**config.mk**
```make
export PLATFORM = sky130hd
export DESIGN_NAME = gf_poly_eval_mp
export DESIGN_NICKNAME = d
export VERILOG_FILES = /design/src/rtl/gf_poly_eval_mp.sv
export SDC_FILE = /design/constraint.sdc
export NUM_CORES = 1
export LEC_CHECK = 0
export BUFFER_PORTS_ARGS = -buffer_cell sky130_fd_sc_hd__buf_4
export CAP_MARGIN = 20
export CORE_MARGIN = 3
export CORE_UTILIZATION = 45
export CTS_BUF_LIST = sky130_fd_sc_hd__clkbuf_8
export DETAILED_ROUTE_END_ITERATION = 10
export PLACE_DENSITY = 0.69
export SLEW_MARGIN = 20
export SYNTH_ARGS = -nofsm -noshare
export SYNTH_HDL_FRONTEND = slang
export SYNTH_HIERARCHICAL = 1
export SYNTH_SLANG_ARGS = --single-unit
```
**constraint.sdc**
```tcl
create_clock -name aclk -period 4.1 [get_ports aclk]
set_input_delay 0.82 -clock aclk [delete_from_list [all_inputs] [get_ports aclk]]
set_output_delay 0.82 -clock aclk [all_outputs]
set_load 0.02 [all_outputs]
```
**src/rtl/gf_poly_eval_mp.sv**
```systemverilog
// Multi-point GF(2^m) polynomial evaluator (Horner, one coefficient per cycle per lane).
// Optional per-lane root flags behind GF_POLY_EVAL_MP_ROOT_FLAG_EN.

module gf_poly_eval_mp_mul #(
    parameter int              SYMB_W    = 8,
    parameter logic [SYMB_W:0] PRIM_POLY = 'h11D
) (
    input  logic [SYMB_W-1:0] a_i,
    input  logic [SYMB_W-1:0] b_i,
    output logic [SYMB_W-1:0] p_o
);
    logic [SYMB_W-1:0] sh;

    // Shift-and-reduce: sh tracks a_i * x^i mod PRIM_POLY.
    always_comb begin
        p_o = '0;
        sh  = a_i;
        for (int i = 0; i < SYMB_W; i++) begin
            if (b_i[i]) p_o = p_o ^ sh;
            sh = {sh[SYMB_W-2:0], 1'b0} ^ (sh[SYMB_W-1] ? PRIM_POLY[SYMB_W-1:0] : '0);
        end
    end
endmodule

module gf_poly_eval_mp #(
    parameter int              SYMB_W    = 8,
    parameter logic [SYMB_W:0] PRIM_POLY = 'h11D,
    parameter int              DEG_MAX   = 16,
    parameter int              LANES     = 4,
    parameter int              DEG_W     = $clog2(DEG_MAX+1)
) (
    input  logic                          aclk,
    input  logic                          aresetn,
    input  logic                          s_vld,
    output logic                          s_rdy,
    input  logic [DEG_MAX:0][SYMB_W-1:0]  s_poly,
    input  logic [DEG_W-1:0]              s_deg,
    input  logic [LANES-1:0][SYMB_W-1:0]  s_points,
    input  logic [LANES-1:0]              s_lane_en,
    output logic                          m_vld,
    input  logic                          m_rdy,
    output logic [LANES-1:0][SYMB_W-1:0]  m_value,
    output logic [LANES-1:0]              m_lane_en,
`ifdef GF_POLY_EVAL_MP_ROOT_FLAG_EN
    output logic [LANES-1:0]              m_root,
    output logic [$clog2(LANES+1)-1:0]    m_root_cnt,
`endif
    output logic                          deg_err
);
    typedef enum logic [1:0] {IDLE, EVAL, DONE} state_t;

    state_t                         state_q, state_d;
    logic [DEG_MAX:0][SYMB_W-1:0]   poly_q, poly_d;
    logic [LANES-1:0][SYMB_W-1:0]   pt_q, pt_d;
    logic [LANES-1:0][SYMB_W-1:0]   acc_q, acc_d;
    logic [LANES-1:0][SYMB_W-1:0]   mul_p;
    logic [LANES-1:0]               lane_en_q, lane_en_d;
    logic [DEG_W-1:0]               idx_q, idx_d;
    logic                           deg_err_q, deg_err_d;
    logic [DEG_W-1:0]               deg_sat;

    for (genvar k = 0; k < LANES; k++) begin : g_lane
        gf_poly_eval_mp_mul #(.SYMB_W(SYMB_W), .PRIM_POLY(PRIM_POLY)) u_mul (
            .a_i (acc_q[k]),
            .b_i (pt_q[k]),
            .p_o (mul_p[k])
        );
    end

    assign deg_sat = (s_deg > DEG_W'(DEG_MAX)) ? DEG_W'(DEG_MAX) : s_deg;

    always_comb begin
        state_d   = state_q;
        poly_d    = poly_q;
        pt_d      = pt_q;
        acc_d     = acc_q;
        lane_en_d = lane_en_q;
        idx_d     = idx_q;
        deg_err_d = deg_err_q;
        case (state_q)
            IDLE: begin
                if (s_vld) begin
                    poly_d    = s_poly;
                    pt_d      = s_points;
                    lane_en_d = s_lane_en;
                    for (int k = 0; k < LANES; k++) acc_d[k] = s_poly[deg_sat];
                    idx_d     = deg_sat - 1'b1;
                    if (s_deg > DEG_W'(DEG_MAX)) deg_err_d = 1'b1;
                    state_d   = (deg_sat == '0) ? DONE : EVAL;
                end
            end
            EVAL: begin
                for (int k = 0; k < LANES; k++) acc_d[k] = mul_p[k] ^ poly_q[idx_q];
                idx_d = idx_q - 1'b1;
                if (idx_q == '0) state_d = DONE;
            end
            DONE: begin
                if (m_rdy) state_d = IDLE;
            end
            default: state_d = IDLE;
        endcase
    end

    always_ff @(posedge aclk or negedge aresetn) begin
        if (!aresetn) begin
            state_q   <= IDLE;
            poly_q    <= '0;
            pt_q      <= '0;
            acc_q     <= '0;
            lane_en_q <= '0;
            idx_q     <= '0;
            deg_err_q <= 1'b0;
        end else begin
            state_q   <= state_d;
            poly_q    <= poly_d;
            pt_q      <= pt_d;
            acc_q     <= acc_d;
            lane_en_q <= lane_en_d;
            idx_q     <= idx_d;
            deg_err_q <= deg_err_d;
        end
    end

    // Reset is folded in so the block never looks ready while held in reset.
    assign s_rdy     = (state_q == IDLE) & aresetn;
    assign m_vld     = (state_q == DONE);
    assign m_lane_en = lane_en_q;
    assign deg_err   = deg_err_q;

    always_comb begin
        m_value = '0;
        for (int k = 0; k < LANES; k++)
            if (m_vld && lane_en_q[k]) m_value[k] = acc_q[k];
    end

`ifdef GF_POLY_EVAL_MP_ROOT_FLAG_EN
    localparam int RC_W = $clog2(LANES+1);

    logic [LANES-1:0] root_q, root_d;
    logic [RC_W-1:0]  cnt_q, cnt_d;

    // Captured from the final accumulator values on the transition into DONE.
    always_comb begin
        root_d = root_q;
        cnt_d  = cnt_q;
        if (state_q != DONE && state_d == DONE) begin
            cnt_d = '0;
            for (int k = 0; k < LANES; k++) begin
                root_d[k] = lane_en_d[k] & (acc_d[k] == '0);
                cnt_d     = cnt_d + RC_W'(root_d[k]);
            end
        end
    end

    always_ff @(posedge aclk or negedge aresetn) begin
        if (!aresetn) begin
            root_q <= '0;
            cnt_q  <= '0;
        end else begin
            root_q <= root_d;
            cnt_q  <= cnt_d;
        end
    end

    assign m_root     = root_q;
    assign m_root_cnt = cnt_q;
`endif
endmodule

```
## Word-level counts from Yosys, hierarchy flattened

Cells that the tools add are included.

| storage, ports and cells | value |
|---|---|
| flip-flop bits (word level) | 212 |
| output and inout bits | 39 |
| word-level logic and storage cells | 190 |

| cells by class | value |
|---|---|
| add/sub/neg operators | 2 |
| magnitude comparators | 3 |
| eq/ne operators | 5 |
| muxes and demuxes | 78 |
| bitwise gates (word level) | 61 |
| reductions and logical operators | 12 |

Operators by type and width:

| cell | count |
|---|---|
| 8-bit XOR | 60 |
| 8-bit two-way mux | 38 |
| 5-bit two-way mux | 30 |
| 8-bit binary-select mux with 5-bit select | 2 |
| 32-bit one-hot mux with 2 select lines | 1 |
| 32-bit two-way mux | 1 |
| 5-bit by 6-bit less-than comparator with 1-bit output (second input constant) | 2 |
| 5-bit logical NOT | 2 |
| 5-bit one-hot mux with 2 select lines | 1 |
| 5-bit by 1-bit subtractor with 5-bit output (second input constant) | 2 |
| 2-bit two-way mux | 4 |
| 2-bit one-hot mux with 3 select lines | 1 |
| 3-bit AND reduction | 2 |
| 5-bit > comparator (second input constant) | 1 |
| 1-bit logical AND | 4 |
| 2-bit != test (second input constant) | 2 |
| 2-bit AND reduction | 2 |
| 2-bit by 1-bit equality test with 1-bit output (second input constant) | 1 |
| 2-bit equality test (second input constant) | 1 |
| 2-bit logical NOT | 1 |
| 2-bit by 1-bit != test with 1-bit output (second input constant) | 1 |
| 2-bit nonzero test | 1 |
| 1-bit bitwise AND | 1 |

## Depth between registers and ports, before layout

Gate-level depths: netlist of the first run.

| logic depth | value |
|---|---|
| depth after elaboration | 18 |
| gate-level depth with buffers | 9 |

## Modules after synthesis

The synthesis of the first run kept the hierarchy.

By module, submodules not included:

| module | times used | cells each | area each (µm²) | sequential area each (µm²) |
|---|---|---|---|---|
| gf_poly_eval_mp | 1 | 1,365 | 11,581.1 | 5,305.1 |
| gf_poly_eval_mp_mul | 4 | 173 | 1,224.9 | 0.0 |

## Least setup slack after synthesis of the first run

No wires, ideal clock.

| timing | value |
|---|---|
| path kind | flip-flop to flip-flop |
| start point | register acc_q[11] (netlist name) |
| end point | register acc_q[11] (netlist name) |
| library setup time | 0.126 ns |
| data arrival time | 2.237 ns |
| required time | 3.974 ns |
| slack | 1.736 ns |
| stages on the path, launching flop included | 10 |
| path buffers | 1 |
| period minus slack after synthesis | 2.364 ns |
| path through | dfrtp_1 > buf_2 > xor2_2 > xnor2_1 > nand2_1 > xnor2_1 > xor2_1 > xnor3_1 > or2_1 > a221o_1 |

RTL lines:

| element | line | RTL |
|---|---|---|
| start, declared | 55 | `logic [LANES-1:0][SYMB_W-1:0] acc_q, acc_d;` |
| start signal, assigned | 109 | `acc_q <= '0;` |
| start signal, assigned | 117 | `acc_q <= acc_d;` |

## Worst setup path after layout of the first run

| timing | value |
|---|---|
| start point | register idx_q[2] |
| end point | register acc_q[26] (netlist name) |

| between the ends | value |
|---|---|
| longest elaborated chain between the ends | 4 |

Ends and longest elaborated chain:

| element | line | RTL |
|---|---|---|
| start, declared | 58 | `logic [DEG_W-1:0] idx_q, idx_d;` |
| start signal, assigned | 119 | `idx_q <= idx_d;` |
| 8-bit binary-select mux with 5-bit select | 93 | `for (int k = 0; k < LANES; k++) acc_d[k] = mul_p[k] ^ poly_q[idx_q];` |
| 8-bit two-way mux (implied by the code) | 93 |  |
| 8-bit XOR | 93 |  |
| 32-bit one-hot mux with 2 select lines | 80 | `case (state_q)` |

Every way passes these cells. The select of a mux whose other input is x is not followed.
A chain may end at the register's enable or synchronous reset.

==> results of run 1 <==
[registers in the layout (all words and copies together), names as in the netlist]
register   cells
poly_q       136
acc_q         32
pt_q          32
idx_q          5
m_lane_en      4
state_q        2
deg_err        1
[cell families after synthesis]
logic type	count (synthesis)	share of synthesized area, %
multiplexers	123	7.80
flip-flops	212	32.2
buffers and inverters	165	5.14
XOR/XNOR	292	17.9
AO/OA/AOI/OAI	250	10.9
AND/OR/NAND/NOR	1014	26.0
adder cells (fa/ha/maj)	1	0.0759
[cell type report]
cell class                 instances  area (sq um)
clock buffer                      48           661
clock inverter                    23           302
fill                            3341         16800
inverter                          13          48.8
multi-input combinational       1680         10300
sequential                       212          5310
tap                              461           577
timing repair buffer             235          1790
[worst max-delay path by stage]
stage | startpoint | end | slack (ns) | depth (start not counted)
6_report | idx_q[2] | acc_q[26] | 1.11 | 7
3_5_place_dp | s_deg[0] | acc_q[13] | 0.76 | 7
4_1_cts | acc_q[23] | acc_q[19] | 1.17 | 8
2_1_floorplan | acc_q[11] | acc_q[11] | 1.74 | 9
5_1_grt | acc_q[15] | acc_q[11] | 0.99 | 8
3_3_place_gp | s_deg[0] | acc_q[10] | 0.82 | 7
[worst max-delay path, cell delays in order (launching register included)]
cell	delay (ns)
dfrtp_2	0.88
buf_4	0.36
mux2i_1	0.29
a22oi_1	0.22
a32oi_1	0.29
o21ai_1	0.20
or2_1	0.27
a221o_1	0.31
[layout by cell type (no fill, tap or decap), types with 8 or more instances in the layout]
master | netlist | final
or2_1 | 16 | 16
xor2_1 | 56 | 56
nor2_1 | 49 | 48
nand2b_1 | 19 | 19
inv_1 | 12 | 23
buf_4 | 11 | 231
mux2i_1 | 97 | 97
nand2_1 | 799 | 799
a32oi_1 | 10 | 10
nor3_1 | 8 | 8
nand3_1 | 11 | 11
o21ai_1 | 12 | 12
mux2_2 | 24 | 24
xor2_2 | 16 | 16
nor2b_1 | 31 | 30
o21ai_0 | 35 | 35
xnor2_1 | 204 | 204
a21oi_1 | 55 | 55
a22oi_1 | 49 | 49
and3_1 | 32 | 32
o211ai_1 | 8 | 8
a211oi_1 | 12 | 12
a221o_1 | 26 | 26
dfrtp_1 | 212 | 210
clkbuf_8 | 0 | 49
xor2_4 | 12 | 12
or2_0 | 8 | 8
[per-layer routing]
layer,vias to the layer above,share of wire (%)
met5,-,0
li1,6993,-
met4,0,2.9
met2,681,47
met3,94,8.9
met1,7227,42
[per-stage QoR]
step / cell area, sq um / cells / utilization [%] / hold WS, ns / setup WS (ns)
2_1_floorplan: 16500 / 2057 / - / 0.440 / 1.74
3_3_place_gp: 18100 / 2600 / 50.4 / 0.457 / 0.817
3_5_place_dp: 18100 / 2601 / 50.4 / 0.461 / 0.763
4_1_cts: 19000 / 2672 / 53.1 / 0.0870 / 1.17
5_1_grt: 19000 / 2672 / 53.1 / 0.0932 / 0.988
6_report: 19000 / 2672 / 53.1 / 0.112 / 1.11
==> out/metrics.cfg, run 1 <==
[run_status]
status = finished clean

[detailed_routing]
postRouteAntennaNets = 0
dr.first_iter.drc_count = 1179
wirelength_microns = 53600
vias = 14995
vias_per_cell = 5.61
drc_errors = 0
wire_per_inst_microns = 20.0
dr.pass1.iters = 5

[yosys]
synth_seq_cells = 212
synth_largest_area_cell = dfrtp_1
synthDistinctLibCells = 69
syn-num-nets = 2239
syn-cell-area_sq_um = 16500
syn_inst = 2057
synth_commonest_cells = nand2_1 (799), dfrtp_1 (212), xnor2_1 (204)
ys_top_cells_by_area = dfrtp_1 (32%), nand2_1 (18%), xnor2_1 (11%)
async_flop_share_pct = 100
synthFlopType = dfrtp_1
synth.most_common_cell = nand2_1
yosysTopAreaCellShare_pct = 32.2
ys_seq_area_share_pct = 32.2
ys_warn_count = 6
synth-edff-count = 0
synth_area_per_cell_sq_um = 8.01

[die]
die_h_microns = 197
die_w_microns = 197
initial_core_util_pct = 46.0
placementRows = 69
dieArea_sq_um = 39000
core_sq_um = 35800
ios = 220

[run]
cap_violations = 0

[placed_design]
io_buffers = 219
hpwl_microns = 38700
gp_routability_congestion = 0.895

[global_route]
use_met3_pct = 4.95
grt_use_met1_pct = 37.3
grt_max_degree = 127
antenna_found_initial = 0
top_usage_layer = met2
grt.total_usage_pct = 27.0
met2_usage_pct = 43.7
grt_pass1_vias = 14682
grt_pass1_wl_microns = 83400
grt_overflow_total = 0

[layout]
final_nets = 2364
area_growth_pct = 15.5
n_antenna_cell = 0
drive_gt1_share_pct = 17.1

[worst_setup_path]
r2r_cells = 7
worstReg2RegStart = idx_q[2]
cp-start-kind = flop
worstPathMaxFanout = 28
timing.rr.end = acc_q[26]
crit_arrival_ns = 3.42
path_class = flop to flop
cp-end-kind = flop
rrSetupSlack_ns = 1.11
critPathRequiredTime_ns = 4.54

[sta]
max_freq_ghz = 0.335
slew_headroom_pct = 31.9
rsz0062_at_grt = false
tns_ns = 0
worst_pin_slew_ns = 1.02
finClkSkew_ns = 0.0422
period_needed_ns = 2.99
hold_viol_final = 0
fin_crit_sh_pct = 72.8
slew_viol_final = 0
setup_viol = 0

[worst_hold_path]
hp-class = input port to async pin

[cts]
cts_root_buffer = clkbuf_8
holdBufCountCts = 0
cts_resized = 0
clock_sinks = 212
cts-htree-levels = 2
clock_latency_ns = 0.59
clkTransAtPathRegs_ns = 0.07
numCtsBuffers = 40
cts_setup_buffers = 0
clock_path_buffers = 3
cts_tree = yes

Power of run 1 is not shown: default switching activity piles up to over one toggle a cycle in this logic, so the estimate is an artifact.
==> run 2: changes to the inputs <==
Clock period 4.1 ns to 2.9 ns, I/O delays scaled along.
==> run 2 against run 1 <==
Clock-buffer cell count up 3. Register-to-register slack worse by 0.98 ns. Final cell count increased by 2.6%. Global-route usage rose by 0.59 points. Sequential share of layout area decreased by 0.57 points. Final area up 2.1%. Critical endpoint is now acc_q[19]. Highest routed layer unchanged.
==> out/metrics.cfg, run 2 (synthesized netlist as in run 1, its figures left out) <==
[run_status]
status = finished clean

[cts]
holdBufCountCts = 0  ; unchanged
clock_path_buffers = 3  ; unchanged
cts_tree = yes
numCtsBuffers = 41  ; +2.5%
clock_sinks = 212  ; unchanged
clkTransAtPathRegs_ns = 0.06  ; about the same
cts-htree-levels = 2  ; unchanged
cts_root_buffer = clkbuf_8
clock_latency_ns = 0.57  ; -0.02 ns

[die]
die_w_microns = 197  ; unchanged
ios = 220  ; unchanged
initial_core_util_pct = 46.0  ; unchanged
dieArea_sq_um = 39000  ; unchanged
placementRows = 69  ; unchanged
die_h_microns = 197  ; unchanged
core_sq_um = 35800  ; unchanged

[layout]
final_cells = 2742  ; +2.6%
regMostFlops = poly_q
largest_register_ffs = 136  ; unchanged
nFillCells = 3340  ; -0.030%
n_antenna_cell = 0  ; unchanged
final_nets = 2432  ; +2.9%
area_growth_pct = 18.0
final_common_cell = nand2_1
mostFrequentLayoutCells = nand2_1 (799), buf_4 (296), dfrtp_1 (208)
reg_top3 = poly_q: 136 flops, acc_q: 32 flops, pt_q: 32 flops
drive_gt1_share_pct = 19.6  ; +2.5 points

[run]
cap_violations = 0  ; unchanged

[worst_setup_path]
path_class = flop to flop
cp-start-kind = flop
worstPathCellList = xor2_4, xnor2_1, xnor2_1, nand3_1, nand2_1, xnor3_1, or2_1, a221o_1
critPathRequiredTime_ns = 3.35  ; -1.19 ns
worstReg2RegStart = acc_q[23]
slowest_delay_ns = 0.81  ; -0.07 ns
critical_path.top_delay_family = XOR/XNOR gates
worstPathMaxFanout = 13  ; -54%
slowest_stage = dfrtp_1
cp_num_buf_inv = 0  ; -1
cp-end-kind = flop
crit_arrival_ns = 3.22  ; -0.20 ns
crit_path_frequent_cell = xnor2_1
crit_start = acc_q[23]

[detailed_routing]
drc_errors = 0  ; unchanged
wirelength_microns = 54400  ; +1.5%
dr.first_iter.drc_count = 1112  ; -5.7%
vias = 15388  ; +2.6%
dr.pass1.iters = 7  ; +2
wire_per_inst_microns = 19.8  ; -1.1%
vias_per_cell = 5.61  ; about the same
postRouteAntennaNets = 0  ; unchanged

[global_route]
grt_max_degree = 152  ; +20%
use_met3_pct = 5.29  ; +0.34 points
antenna_found_initial = 0  ; unchanged
grt_pass1_wl_microns = 85200  ; +2.2%
grt_pass1_vias = 15187  ; +3.4%
top_usage_layer = met2
met2_usage_pct = 43.4  ; -0.27 points
grt_use_met1_pct = 38.0  ; +0.73 points
grt_overflow_total = 0  ; unchanged
grt.total_usage_pct = 27.6  ; +0.59 points

[sta]
slew_viol_final = 0  ; unchanged
finClkSkew_ns = 0.0204  ; -0.0218 ns
setup_viol = 0  ; unchanged
rsz0062_at_grt = false
period_needed_ns = 2.77  ; -0.216 ns
max_freq_ghz = 0.361  ; +7.8%
tns_ns = 0  ; unchanged
slew_headroom_pct = 39.2  ; +7.3 points
worst_pin_slew_ns = 0.911  ; -0.109 ns
fin_crit_sh_pct = 95.5  ; +23 points
hold_viol_final = 0  ; unchanged

[placed_design]
io_buffers = 219  ; unchanged
gp_routability_congestion = 0.947  ; +5.8%
hpwl_microns = 39700  ; +2.6%
dp.cells = 2668  ; +2.6%

[worst_hold_path]
hp-class = input port to async pin

## run 2: cell types whose count changed in the layout (fill, tap and decap cells not counted), sizes merged
cell	change
clkbuf	+3
bufinv	-6
inv	+4
buf	+67
clkinvlp	-1
clkinv	+3
## run 2: final timing paths
path / to / slack (ns) / depth (start not counted)
worst min-delay path: acc_q[31] / 0.20 / 2
max in group asynchronous: poly_q[35] / 1.98 / 2
worst min register to register: poly_q[83] / 0.47 / 2
worst max-delay path: acc_q[19] / 0.13 / 8
worst max register to register: acc_q[19] / 0.13 / 8
min in group aclk: pt_q[31] / 0.20 / 3
## run 2: through the flow
step / hold slack, ns / cell area, sq um / util, % / worst slack [ns]
2_1_floorplan: 0.284 / 16500 / - / 0.536
3_3_place_gp: 0.458 / 18600 / 51.9 / 0.126
3_5_place_dp: 0.459 / 18600 / 51.9 / 0.0857
4_1_cts: 0.159 / 19400 / 54.2 / 0.0983
5_1_grt: 0.185 / 19400 / 54.3 / 0.00331
6_report: 0.197 / 19400 / 54.3 / 0.130
## run 2: routing by layer
metal	vias to the layer above	part of all wire (%)
met4	0	3.4
met1	7456	43
met2	678	46
li1	7142	-
met3	112	8.5
met5	-	0
## run 2: final cells by class
class | instances | area, sq um | area share [%]
multi-input cells | 1680 | 10300 | 53.2
well taps | 461 | 577 | 2.97
inverters | 13 | 48.8 | 0.251
clock inverters | 23 | 133 | 0.682
repair buffers | 302 | 2330 | 12.0
flip-flops and latches | 212 | 5310 | 27.3
clock buffers | 51 | 702 | 3.61
## run 2: timing repair
item | CTS | global route
endpoints found under the hold margin | 0 | 0
setup buffers | 0 | 0
gates resized for setup | 0 | 2
setup endpoints to repair | 0 | 2
Power of run 2 is left out for the same reason.
